File: src/rtl/matmul_result_drain.sv
// rtl/matmul_result_drain.sv - snapshots the NxN accumulator array on done rise and streams it row-major
// Optional macro RESULT_SAT_EN selects signed saturation instead of wrap when narrowing to OUT_W.
module matmul_result_drain #(
  parameter int N     = 2,
  parameter int ACC_W = 32,
  parameter int OUT_W = 16
) (
  input  logic                   clk,
  input  logic                   rst_n,
  input  logic                   done,
  input  logic [N*N*ACC_W-1:0]   acc_flat,
  input  logic                   ovr_clr,
  output logic                   m_tvalid,
  input  logic                   m_tready,
  output logic [OUT_W-1:0]       m_tdata,
  output logic                   m_tlast,
  output logic                   busy,
  output logic                   overrun
);

  localparam int NE    = N * N;
  localparam int IDX_W = (NE > 1) ? $clog2(NE) : 1;

  localparam logic [0:0] IDLE = 1'b0;
  localparam logic [0:0] SEND = 1'b1;

  localparam logic [IDX_W-1:0] LAST_IDX = IDX_W'(NE - 1);

  logic [0:0]       state;
  logic [IDX_W-1:0] idx;
  logic             done_q;
  logic [ACC_W-1:0] snap [NE];

  logic             rise;
  logic             at_last;
  logic             hs;
  logic             final_hs;
  logic [ACC_W-1:0] cur;

  assign rise     = done & ~done_q;
  assign at_last  = (idx == LAST_IDX);
  assign m_tvalid = (state == SEND);
  assign m_tlast  = (state == SEND) & at_last;
  assign busy     = (state == SEND);
  assign hs       = m_tvalid & m_tready;
  assign final_hs = hs & at_last;

  always_ff @(posedge clk) begin
    if (!rst_n) begin
      state  <= IDLE;
      idx    <= '0;
      done_q <= 1'b0;
      for (int e = 0; e < NE; e++) begin
        snap[e] <= '0;
      end
    end else begin
      done_q <= done;
      // A rise is only taken when idle or exactly as the last element leaves.
      if ((state == IDLE && rise) || (final_hs && rise)) begin
        state <= SEND;
        idx   <= '0;
        for (int e = 0; e < NE; e++) begin
          snap[e] <= acc_flat[e*ACC_W +: ACC_W];
        end
      end else if (final_hs) begin
        state <= IDLE;
      end else if (hs) begin
        idx <= idx + 1'b1;
      end
    end
  end

  always_ff @(posedge clk) begin
    if (!rst_n) begin
      overrun <= 1'b0;
    end else if (state == SEND && rise && !final_hs) begin
      overrun <= 1'b1;
    end else if (ovr_clr) begin
      overrun <= 1'b0;
    end
  end

  assign cur = snap[idx];

`ifdef RESULT_SAT_EN
  // The element fits when every bit from the OUT_W sign position upward agrees.
  logic [ACC_W-OUT_W:0] hi;
  assign hi = cur[ACC_W-1:OUT_W-1];

  always_comb begin
    m_tdata = cur[OUT_W-1:0];
    if (!((&hi) || (~|hi))) begin
      m_tdata = cur[ACC_W-1] ? {1'b1, {(OUT_W-1){1'b0}}} : {1'b0, {(OUT_W-1){1'b1}}};
    end
  end
`else
  logic unused_cur_bits;
  assign unused_cur_bits = ^cur;
  assign m_tdata = cur[OUT_W-1:0];
`endif

endmodule

File: config.mk
export PLATFORM = sky130hd
export DESIGN_NAME = matmul_result_drain
export DESIGN_NICKNAME = d
export VERILOG_FILES = /design/src/rtl/matmul_result_drain.sv
export SDC_FILE = /design/constraint.sdc
export NUM_CORES = 1
export LEC_CHECK = 0
export BUFFER_PORTS_ARGS = -buffer_cell sky130_fd_sc_hd__buf_2
export CORE_MARGIN = 3
export CORE_UTILIZATION = 36
export CTS_BUF_LIST = sky130_fd_sc_hd__clkbuf_2
export CTS_CLUSTER_DIAMETER = 200
export CTS_CLUSTER_SIZE = 12
export DETAILED_ROUTE_END_ITERATION = 8
export PLACE_DENSITY = 0.65
export SKIP_LAST_GASP = 1
export SLEW_MARGIN = 30
export SYNTH_ARGS = -nofsm -noshare
export SYNTH_HDL_FRONTEND = slang
export SYNTH_SLANG_ARGS = --single-unit
File: constraint.sdc
create_clock -name clk -period 9.8 [get_ports clk]
set_input_delay 1.96 -clock clk [delete_from_list [all_inputs] [get_ports clk]]
set_output_delay 1.96 -clock clk [all_outputs]
set_load 0.05 [all_outputs]
==> impl_metrics.toml <==
[synth]
synthAdderAreaFrac_pct = 0.402
synth_compound_area_share_pct = 1.17
avgSynthCellArea_um2 = 17.3
synth_xor_area_share_pct = 0.282
synthCells = 180
seq_area_frac_synth_pct = 66.3
ys_warn_count = 0
mappedNetlistArea_mm2 = 0.00311
synth_ff_type = "edfxtp_1"
synth_mux_area_share_pct = 11.9
ys_ff_latch = 71
synth.distinct_cells = 22
syn-num-nets = 314
synthSimpleGateAreaFrac_pct = 17.9
synth_edf_count = 64
async_flop_share_pct = 0
synth_top_family_by_area = "simple AND/OR/NAND/NOR gates"

[detailed_routing]
wire_per_inst_um = 14.7
vias = 1696
drtIter0Drc = 36
totalWireLength_um = 5620
ant_nets = 0
viasPerCell = 4.45
drc = 0
first_pass_iters = 4

[clocking]
insertion_delay_ps = 470
path_clk_slew_ps = 200
cts_setup_buffers = 0
cts.htree.levels = 3
clock-sinks = 71
cts_tree = "done"
clock_path_buffers = 2
hold_buffers = 0
cts_resized = 0
cts_root_buf = "clkbuf_2"
numCtsBuffers = 9

[timing]
worst_pin_slew_ps = 901
fin_skew_ps = 30.2
slew_viol_final = 0
max_freq_mhz = 247
setup_viol = 0
setup_tns_ps = 0
rsz0062_at_grt = "false"
hold_viol = 0
period_share_pct = 41.3
min_period_ps = 4040
relSlewSlack_pct = 39.7

[global_routing]
grt_pass1_vias = 1776
grt-ovfl-total = 0
grt_max_degree = 39
grt_pass1_wl_um = 8800
grt_use_total_pct = 11.9
antenna_found_initial = 0

[setup_path]
path_delay_family = "flip-flops"
worstPathRequired_ps = 7840
criticalPathCategory = "flop to primary output"
max_stage_delay_ps = 960
path_cells = "mux4_2 > buf_2"
endpoint_kind = "primary output"
regToRegStartpoint = "idx[0]"
cp_max_fo = 16
cp_slowest_cell = "dfxtp_1"
worst_ep_arrival_time_ps = 2080
cp-start-kind = "flop"
path_buf_inv = 1

[outcome]
outcome = "finished, final reports clean"

[worst_hold_path]
hold_path_class = "flop to flop"
holdCritStartpoint = "idx[1]"

[place]
hpwl_um = 3820
dp.cells = 365
place_congestion = 0.698
numPortBuffers = 88

[finish]
stdcell_count = 381
area_delta_synth_final_pct = 21.8
regArea_mm2 = 0.00206
multiInputGateArea_um2 = 995
fin_util_pct = 45.7
final_nets = 405
drive_above_1_share_pct = 68.8
n_antenna_cell = 0
fill_cells = 758

[job]
maxCapViolations = 0

[power_and_ir_drop]
p_leak_nw = 1.59
powerDensity_mw_per_mm2 = 167
peakVddDrop_mv = 0.0725

[floorplanning]
core-area_mm2 = 0.00830
start_util_pct = 37.5
die_y_um = 99.0
die_w_um = 99.0
fp.dieArea_mm2 = 0.00979
rows = 33
ioPinCount = 153
metrics by stage:
stage          setup WS (ps)  instance area, um2  power, mW  hold WS, ps
6_report                5760                3790      0.631          562
5_1_grt                 5590                3790      0.664          597
4_1_cts                 5610                3790      0.643          569
3_5_place_dp            5850                3650      0.452          526
3_3_place_gp            5910                3650      0.449          518
2_1_floorplan           2490                3110      0.427          495
synth_stat cells, types with 2 or more instances:
master    number  area (um2)
clkbuf_2       6        30.0
buf_4          2        15.0
and2_2        64         480
nor2_1         3        11.3
nor2b_1        3        18.8
and2_1         2        12.5
dfxtp_1        7         140
edfxtp_1      64        1920
mux4_2        16         360
final timing paths:
check / cells after the start / to / slack (ps)
max reg2reg: 4 / snap[2][7] / 7370
max: 2 / m_tdata[10] / 5760
min: 2 / idx[1] / 560
min reg2reg: 2 / idx[1] / 560
cell usage in the layout (no fill, tap or decap):
cell	n
buf_2	88
and2_2	64
edfxtp_1	64
mux4_2	16
clkbuf_2	11
dfxtp_1	7
nor2_1	3
nor2b_1	3
buf_4	3
and2_1	2
bufinv_16	2
a21boi_4	1
nand2b_1	1
o21ai_4	1
nor3b_4	1
nand3b_1	1
mux2i_1	1
xor2_1	1
o21a_1	1
a21oi_1	1
ha_1	1
clkinvlp_4	1
inv_4	1
clkinv_4	1
flip-flops by register name, indices dropped and copies added, names as in the netlist, named ones only:
| register | count |
|---|---|
| snap | 64 |
| idx | 2 |
| busy | 1 |
| done_q | 1 |
| overrun | 1 |
layout make-up:
type                       instances  share of cell area [%]
clock buffer                      11                    1.45
clock inverter                     5                    2.18
multi-input combinational         98                    26.3
sequential                        71                    54.4
tap                              105                    3.47
timing repair buffer              91                    12.2
per-layer routing:
metal,share of wire (%),vias to the layer above,track usage [%]
li1,-,837,-
met1,43,790,14.6
met2,49,63,19.2
met3,8.0,6,4.67
met4,0.77,0,3.78
met5,0,-,0
logic make-up (layout without fill, tap and decap cells):
family                     after synthesis  in the layout
xor gates and xnor gates                 1              1
buffers and inverters                   11            107
DFF                                     71             71
AOI/OAI and AO/OA                        4              4
and+or+nand+nor                         75             75
muxes                                   17             17
adders and majority gates                1              1
worst register-to-register path, cell delays in order, from the launching register on:
cell and delay, ps:
dfxtp_1 400, ha_1 240, a21boi_4 110, o21ai_4 730, buf_4 580
report_power, final:
group	total [mW]	leakage, nW	internal [mW]	switching [mW]
Clock	0.189	0.0827	0.0873	0.102
Combinational	0.0834	0.763	0.0331	0.0503
Sequential	0.359	0.742	0.353	0.00559
Note: power is estimated with default switching activity, not from simulation.
